===== src/rtl/vector_dot_pkg.sv =====
// Shared definitions for the vector dot-product sequencer: FSM encoding,
// operand capacity and fixed engine register addresses.
package vector_dot_pkg;

    localparam int unsigned MAX_LEN = 6;

    localparam logic [2:0] ENG_TRIG_ADDR = 3'd0;
    localparam logic [2:0] ENG_RES_ADDR  = 3'd0;

    typedef enum logic [3:0] {
        S_IDLE   = 4'd0,
        S_RD_A   = 4'd1,
        S_WT_A   = 4'd2,
        S_WR_A   = 4'd3,
        S_RD_B   = 4'd4,
        S_WT_B   = 4'd5,
        S_WR_B   = 4'd6,
        S_TRIG   = 4'd7,
        S_WAIT   = 4'd8,
        S_RD_RES = 4'd9,
        S_CAP    = 4'd10,
        S_WR_MEM = 4'd11,
        S_DONE   = 4'd12
    } state_e;

endpackage


===== src/rtl/vector_dot_mem_rd.sv =====
// Memory read handshake shared by the A and B operand phases: holds the request
// through waitrequest, then captures the word returned under readdatavalid.
module vector_dot_mem_rd (
    input  logic        clk_i,
    input  logic        rst_ni,
    input  logic        rd_req_i,
    input  logic        wt_req_i,
    input  logic [31:0] addr_i,
    input  logic        mem_waitrequest_i,
    input  logic        mem_readdatavalid_i,
    input  logic [31:0] mem_readdata_i,
    output logic        mem_read_o,
    output logic [31:0] mem_address_o,
    output logic        accept_o,
    output logic        capture_o,
    output logic [31:0] data_o
);

    logic [31:0] data_q;
    logic [31:0] data_d;

    // Request decode and capture qualification; readdatavalid outside the wait phase is dropped.
    always_comb begin
        mem_read_o = rd_req_i;
        if (rd_req_i) begin
            mem_address_o = addr_i;
        end else begin
            mem_address_o = 32'd0;
        end
        accept_o  = rd_req_i & ~mem_waitrequest_i;
        capture_o = wt_req_i & mem_readdatavalid_i;
        if (capture_o) begin
            data_d = mem_readdata_i;
        end else begin
            data_d = data_q;
        end
    end

    // Captured read word.
    always_ff @(posedge clk_i or negedge rst_ni) begin
        if (!rst_ni) begin
            data_q <= 32'd0;
        end else begin
            data_q <= data_d;
        end
    end

    assign data_o = data_q;

endmodule


===== src/rtl/vector_dot_sequencer.sv =====
// Sequencer that streams two vectors from memory into a dot-product engine,
// triggers it, reads back the result and writes it to a destination word.
module vector_dot_sequencer
    import vector_dot_pkg::*;
#(
    parameter int unsigned MAX_LEN = vector_dot_pkg::MAX_LEN,
    parameter int unsigned ENG_LAT = 1
) (
    input  logic        clk,
    input  logic        reset,
    input  logic        start,
    input  logic [2:0]  len,
    input  logic [31:0] src_a,
    input  logic [31:0] src_b,
    input  logic [31:0] dst,
    output logic        busy,
    output logic        done,
    output logic        err,
    output logic [31:0] result,
    output logic [31:0] mem_address,
    output logic        mem_read,
    output logic        mem_write,
    output logic [31:0] mem_writedata,
    input  logic [31:0] mem_readdata,
    input  logic        mem_waitrequest,
    input  logic        mem_readdatavalid,
    output logic [2:0]  eng_address,
    output logic [31:0] eng_writedata,
    output logic        eng_write,
    output logic        eng_read,
    output logic        eng_b_data,
    input  logic [31:0] eng_readdata
);

    localparam logic [7:0] LAT_LAST = 8'(ENG_LAT - 1);
    localparam logic [31:0] MAX_LEN_W = 32'(MAX_LEN);

    state_e      state_q,  state_d;
    logic [2:0]  idx_q,    idx_d;
    logic [2:0]  len_q,    len_d;
    logic [31:0] src_a_q,  src_a_d;
    logic [31:0] src_b_q,  src_b_d;
    logic [31:0] dst_q,    dst_d;
    logic [31:0] result_q, result_d;
    logic [7:0]  lat_q,    lat_d;
    logic        err_q,    err_d;

    logic        len_ok_s;
    logic        rd_req_s;
    logic        wt_req_s;
    logic        b_phase_s;
    logic [31:0] rd_addr_s;
    logic        rd_accept_s;
    logic        rd_capture_s;
    logic        rd_mem_read_s;
    logic [31:0] rd_mem_address_s;
    logic [31:0] rd_data_s;

    assign len_ok_s  = (len != 3'd0) && ({29'd0, len} <= MAX_LEN_W);
    assign rd_req_s  = (state_q == S_RD_A) || (state_q == S_RD_B);
    assign wt_req_s  = (state_q == S_WT_A) || (state_q == S_WT_B);
    assign b_phase_s = (state_q == S_RD_B) || (state_q == S_WT_B) || (state_q == S_WR_B);
    // Element address wraps modulo 2^32 by plain 32-bit addition.
    assign rd_addr_s = (b_phase_s ? src_b_q : src_a_q) + {29'd0, idx_q};

    vector_dot_mem_rd u_mem_rd (
        .clk_i               (clk),
        .rst_ni              (reset),
        .rd_req_i            (rd_req_s),
        .wt_req_i            (wt_req_s),
        .addr_i              (rd_addr_s),
        .mem_waitrequest_i   (mem_waitrequest),
        .mem_readdatavalid_i (mem_readdatavalid),
        .mem_readdata_i      (mem_readdata),
        .mem_read_o          (rd_mem_read_s),
        .mem_address_o       (rd_mem_address_s),
        .accept_o            (rd_accept_s),
        .capture_o           (rd_capture_s),
        .data_o              (rd_data_s)
    );

    // Next-state logic for the command sequence.
    always_comb begin
        state_d  = state_q;
        idx_d    = idx_q;
        len_d    = len_q;
        src_a_d  = src_a_q;
        src_b_d  = src_b_q;
        dst_d    = dst_q;
        result_d = result_q;
        lat_d    = lat_q;
        err_d    = 1'b0;
        case (state_q)
            S_IDLE: begin
                if (start && len_ok_s) begin
                    len_d   = len;
                    src_a_d = src_a;
                    src_b_d = src_b;
                    dst_d   = dst;
                    idx_d   = 3'd0;
                    state_d = S_RD_A;
                end else if (start) begin
                    err_d = 1'b1;
                end else begin
                    state_d = S_IDLE;
                end
            end
            S_RD_A: begin
                if (rd_accept_s) begin
                    state_d = S_WT_A;
                end else begin
                    state_d = S_RD_A;
                end
            end
            S_WT_A: begin
                if (rd_capture_s) begin
                    state_d = S_WR_A;
                end else begin
                    state_d = S_WT_A;
                end
            end
            S_WR_A: begin
                if (idx_q == len_q - 3'd1) begin
                    idx_d   = 3'd0;
                    state_d = S_RD_B;
                end else begin
                    idx_d   = idx_q + 3'd1;
                    state_d = S_RD_A;
                end
            end
            S_RD_B: begin
                if (rd_accept_s) begin
                    state_d = S_WT_B;
                end else begin
                    state_d = S_RD_B;
                end
            end
            S_WT_B: begin
                if (rd_capture_s) begin
                    state_d = S_WR_B;
                end else begin
                    state_d = S_WT_B;
                end
            end
            S_WR_B: begin
                if (idx_q == len_q - 3'd1) begin
                    idx_d   = 3'd0;
                    state_d = S_TRIG;
                end else begin
                    idx_d   = idx_q + 3'd1;
                    state_d = S_RD_B;
                end
            end
            S_TRIG: begin
                lat_d   = 8'd0;
                state_d = S_WAIT;
            end
            S_WAIT: begin
                if (lat_q == LAT_LAST) begin
                    state_d = S_RD_RES;
                end else begin
                    lat_d = lat_q + 8'd1;
                end
            end
            S_RD_RES: begin
                state_d = S_CAP;
            end
            S_CAP: begin
                result_d = eng_readdata;
                state_d  = S_WR_MEM;
            end
            S_WR_MEM: begin
                if (!mem_waitrequest) begin
                    state_d = S_DONE;
                end else begin
                    state_d = S_WR_MEM;
                end
            end
            S_DONE: begin
                state_d = S_IDLE;
            end
            default: begin
                state_d = S_IDLE;
            end
        endcase
    end

    // State and command latches; reset abandons any operation in flight.
    always_ff @(posedge clk or negedge reset) begin
        if (!reset) begin
            state_q  <= S_IDLE;
            idx_q    <= 3'd0;
            len_q    <= 3'd0;
            src_a_q  <= 32'd0;
            src_b_q  <= 32'd0;
            dst_q    <= 32'd0;
            result_q <= 32'd0;
            lat_q    <= 8'd0;
            err_q    <= 1'b0;
        end else begin
            state_q  <= state_d;
            idx_q    <= idx_d;
            len_q    <= len_d;
            src_a_q  <= src_a_d;
            src_b_q  <= src_b_d;
            dst_q    <= dst_d;
            result_q <= result_d;
            lat_q    <= lat_d;
            err_q    <= err_d;
        end
    end

    // Bus and status outputs decoded from the registered state only.
    always_comb begin
        busy          = (state_q != S_IDLE);
        done          = (state_q == S_DONE);
        err           = err_q;
        result        = result_q;
        mem_read      = rd_mem_read_s;
        mem_write     = (state_q == S_WR_MEM);
        eng_write     = 1'b0;
        eng_read      = 1'b0;
        eng_b_data    = 1'b0;
        eng_address   = 3'd0;
        eng_writedata = 32'd0;
        if (mem_write) begin
            mem_address   = dst_q;
            mem_writedata = result_q;
        end else begin
            mem_address   = rd_mem_address_s;
            mem_writedata = 32'd0;
        end
        case (state_q)
            S_WR_A: begin
                eng_write     = 1'b1;
                eng_address   = idx_q;
                eng_writedata = rd_data_s;
            end
            S_WR_B: begin
                eng_write     = 1'b1;
                eng_b_data    = 1'b1;
                eng_address   = idx_q;
                eng_writedata = rd_data_s;
            end
            S_TRIG: begin
                eng_write   = 1'b1;
                eng_b_data  = 1'b1;
                eng_address = ENG_TRIG_ADDR;
            end
            S_RD_RES: begin
                eng_read    = 1'b1;
                eng_address = ENG_RES_ADDR;
            end
            default: begin
                eng_write = 1'b0;
            end
        endcase
    end

endmodule


===== config.mk =====
export PLATFORM = sky130hd
export DESIGN_NAME = vector_dot_sequencer
export DESIGN_NICKNAME = d
export VERILOG_FILES = /design/src/rtl/vector_dot_pkg.sv /design/src/rtl/vector_dot_mem_rd.sv /design/src/rtl/vector_dot_sequencer.sv
export SDC_FILE = /design/constraint.sdc
export NUM_CORES = 1
export LEC_CHECK = 0
export CORE_ASPECT_RATIO = 1.1
export CORE_UTILIZATION = 50
export DETAILED_ROUTE_END_ITERATION = 10
export GPL_TIMING_DRIVEN = 0
export PLACE_DENSITY = 0.94
export SKIP_CTS_REPAIR_TIMING = 1
export SLEW_MARGIN = 20
export SYNTH_ARGS = -nofsm -noshare
export SYNTH_HDL_FRONTEND = slang
export SYNTH_SLANG_ARGS = --single-unit

===== constraint.sdc =====
create_clock -name clk -period 6.5 [get_ports clk]
set_input_delay 1.3 -clock clk [delete_from_list [all_inputs] [get_ports clk]]
set_output_delay 1.3 -clock clk [all_outputs]
set_load 0.05 [all_outputs]

==> results of run 1 <==
[state kept, by name, summed over array words and instances (netlist names)]
signal and flops:
dst_q 32, err 1, idx_q 3, lat_q 8, len_q 3, result 32
src_a_q 32, src_b_q 32, state_q 4, u_mem_rd.data_o 32
[cells in the final DEF (no fill, tap or decap), types with 3 or more instances in the layout]
master	n
a21o_1	5
buf_1	4
xnor2_1	16
a21oi_1	11
clkinvlp_4	4
a211oi_1	3
clkbuf_1	30
and3_1	13
mux2_2	67
buf_2	19
o21ai_0	40
inv_6	5
a32oi_1	3
and4_1	5
ha_1	7
and2_1	69
nand4_1	22
xor2_1	18
buf_6	3
nand2b_1	5
mux2i_1	25
nor2_1	31
or3_1	3
a32o_1	4
o211ai_1	4
clkbuf_16	17
nor3_1	9
nand3_1	23
o31ai_1	5
inv_1	9
nand2_1	348
clkdlybuf4s50_1	304
dfrtp_1	179
[path summary, 6_finish.rpt]
check | start | end | slack (ns) | cells past startpoint
min | dst_q[5] | dst_q[5] | 0.48 | 2
max | state_q[2] | mem_address[23] | 0.31 | 15
min in group asynchronous | reset | src_a_q[4] | 0.87 | 1
max in group asynchronous | reset | result[20] | 4.74 | 2
max reg2reg | state_q[2] | src_a_q[24] | 3.99 | 9
min reg2reg | dst_q[5] | dst_q[5] | 0.48 | 2
[cell type report]
type | count | area, sq um
Antenna cell | 1 | 2.50
Buffer | 56 | 258
Clock buffer | 18 | 429
Clock inverter | 14 | 144
Fill cell | 1307 | 5050
Inverter | 11 | 41.3
Multi-Input combinational cell | 782 | 4600
Sequential cell | 179 | 4480
Tap cell | 243 | 304
Timing Repair Buffer | 307 | 3100
[through the flow]
step	area (sq um)	util (%)
2_1_floorplan	9380	-
5_1_grt	13400	72.5
6_report	13400	72.6
4_1_cts	13300	72.5
3_3_place_gp	12700	69.2
3_5_place_dp	12800	69.4
[logic make-up after synthesis]
group / after synthesis / synth area share (%)
AOI/OAI and AO/OA: 103 / 7.38
xor gates and xnor gates: 34 / 3.18
adders and majority gates: 8 / 1.15
buffers and inverters: 67 / 3.18
DFF: 179 / 47.8
muxes: 92 / 10.7
and+or+nand+nor: 545 / 26.6
[metal layers]
layer | part of all wire (%) | wire length, um | vias up
met2 | 50 | 15300 | 539
met3 | 9.7 | 2970 | 112
met4 | 4.6 | 1400 | 0
met1 | 36 | 11000 | 4285
met5 | 0 | 0 | -
li1 | - | - | 4110
[worst max-delay path, cell delays in order (launching register included)]
cell and delay (ns):
dfrtp_1 0.45, nor2b_1 0.16, buf_2 0.21, buf_2 0.27, nand2_1 0.30, clkbuf_2 0.34, nand2_1 0.13, nand2_1 0.10
ha_1 0.30, a21o_1 0.18, a21o_1 0.24, o21ai_1 0.35, nor3_1 0.16, xor2_1 0.20, o21ai_0 0.20, clkdlybuf4s50_1 0.85
[power breakdown]
part | switching, W | internal [W]
clock network | 0.000478 | 0.000540
logic | 0.00214 | 0.00120
registers | 0.000416 | 0.00160
==> impl_metrics.sql, run 1 <==
INSERT INTO impl_metrics (metric_group, metric, value, unit) VALUES
('run_status', 'run_status', 'finished, final reports clean', ''),
('detailed_routing', 'number_of_drc_markers_in_iteration_0', '783', ''),
('floorplanning', 'die-height', '146', 'um'),
('grt', 'gr-total-overflow', '0', ''),
('detailed_routing', 'final_wl', '30.7', 'mm'),
('detailed_routing', 'drcViolationCount', '0', ''),
('clock_network', 'path_clk_slew', '0.07', 'ns'),
('power', 'vdd_drop_max', '0.000269', 'V'),
('grt', 'grt_antenna_before_repair', '0', ''),
('sta', 'timing.hold.ws', '0.478', 'ns'),
('placed_design', 'place_ws', '0.760', 'ns'),
('yosys', 'synth-seq-area-share', '47.8', '%'),
('finish', 'fin_cells', '1611', ''),
('clock_network', 'cts_htree_levels', '4', ''),
('yosys', 'instance_count_of_the_mapped_netlist', '1028', ''),
('setup_path', 'timing.critical_path.fanout_max', '10', ''),
('yosys', 'ys.warnings.count', '0', ''),
('floorplanning', 'die_area', '19300', 'sq um'),
('sta', 'clock-skew-final', '0.0123', 'ns'),
('setup_path', 'crit_path_end_kind', 'output pin', ''),
('yosys', 'synth.lib_cells_used.distinct', '69', ''),
('power', 'p_per_cell_area', '477', 'nW/um^2'),
('detailed_routing', 'detailroute.via_count', '9046', ''),
('sta', 'setup_violations', '0', ''),
('grt', 'largest_net_degree_at_the_start_of_global_routing', '94', ''),
('floorplanning', 'die_span_x', '133', 'um'),
('floorplanning', 'ioPinCount', '307', ''),
('floorplanning', 'starting_density_of_the_core', '50.9', '%'),
('clock_network', 'cts_buffers', '17', ''),
('yosys', 'asyncSetResetFlopFracSynth', '100', '%'),
('clock_network', 'clockRootBuffer', 'clkbuf_16', ''),
('clock_network', 'tritoncts_num_sinks', '179', ''),
('placed_design', 'place.gp.congestion', '0.952', ''),
('sta', 'timing.final.ws_setup', '0.311', 'ns'),
('yosys', 'synth.largest_area_cell', 'dfrtp_1', ''),
('finish', 'syn2layout_area_growth', '42.5', '%'),
('grt', 'groute.layer.met2.usage', '56.4', '%'),
('yosys', 'ys_top_cells_by_area', 'dfrtp_1 (48%), nand2_1 (14%), mux2_2 (8.0%)', ''),
('finish', 'final_layout_size_suffix_gt1_share', '10.1', '%'),
('yosys', 'post_synth_edffs', '0', ''),
('sta', 'setup-tns-final', '0', 'ns'),
('detailed_routing', 'vias_per_cell', '5.62', ''),
('sta', 'slew_violations', '0', ''),
('grt', 'globalRouteTotalUtil', '32.7', '%'),
('placed_design', 'dp_cells', '1578', ''),
('worst_hold_path', 'hold_path_class', 'register to register', ''),
('setup_path', 'crit_path_class', 'register to output pin', ''),
('detailed_routing', 'detail_route.first_pass.iterations', '7', ''),
('yosys', 'synth_most_common_cell', 'nand2_1', ''),
('setup_path', 'worst_ep_required_time', '5.20', 'ns'),
('sta', 'fmaxAchievable', '162', 'MHz'),
('sta', 'unrepaired_setup_endpoints_after_global_routing', 'false', ''),
('yosys', 'ys_top_cells_by_count', 'nand2_1 (348), dfrtp_1 (179), and2_1 (69)', ''),
('clock_network', 'cts_tree', 'yes', ''),
('clock_network', 'clkLatencyLatePin', '0.44', 'ns'),
('floorplanning', 'core', '18400', 'sq um'),
('setup_path', 'worst_setup_path_start_kind', 'register', ''),
('grt', 'gr-max-usage-layer', 'met2', ''),
('sta', 'fin_crit', '6.19', 'ns'),
('run', 'max_cap_violations', '0', ''),
('yosys', 'syn_area_per_cell', '9.12', 'sq um'),
('power', 'leakagePower', '5.99', 'nW'),
('clock_network', 'clk_path_buf_depth', '2', ''),
('yosys', 'ys_ff_latch', '179', ''),
('sta', 'max-slew-margin-rel', '34.9', '%'),
('placed_design', 'io_buffers', '306', ''),
('grt', 'grt_pass1_wl', '48.5', 'mm'),
('power', 'report.power.total', '0.00638', 'W'),
('sta', 'final-hold-violation-count', '0', ''),
('detailed_routing', 'drt.antenna.violating_nets', '0', ''),
('yosys', 'synth_ff_type', 'dfrtp_1', ''),
('floorplanning', 'placement_rows', '52', ''),
('yosys', 'synth.cell_area', '9380', 'sq um'),
('grt', 'global_route.usage.met1', '36.9', '%'),
('setup_path', 'worstPathArrival', '4.89', 'ns'),
('yosys', 'yosysTopAreaCellShare', '47.8', '%'),
('sta', 'fin_crit_sh', '95.2', '%'),
('finish', 'layout_nets', '1530', ''),
('placed_design', 'total_half_perimeter_wirelength_after_legalization_and_detailed_placement', '23.1', 'mm'),
('detailed_routing', 'avgRoutedWirePerCell', '19.1', 'um'),
('sta', 'worstMarginPinSlew', '0.974', 'ns'),
('yosys', 'mappedNetlistNets', '1204', ''),
('grt', 'via_count_of_the_first_global_routing_pass', '9320', ''),
('grt', 'global_route.usage.met3', '8.95', '%');
Power figures use the tool's default switching activity.
==> inputs of run 2 (changes only) <==
Settings changed: CTS_CLUSTER_SIZE set to 30.
==> results of run 2 <==
No change in the layout: final DEF, timing and power equal those of run 1.
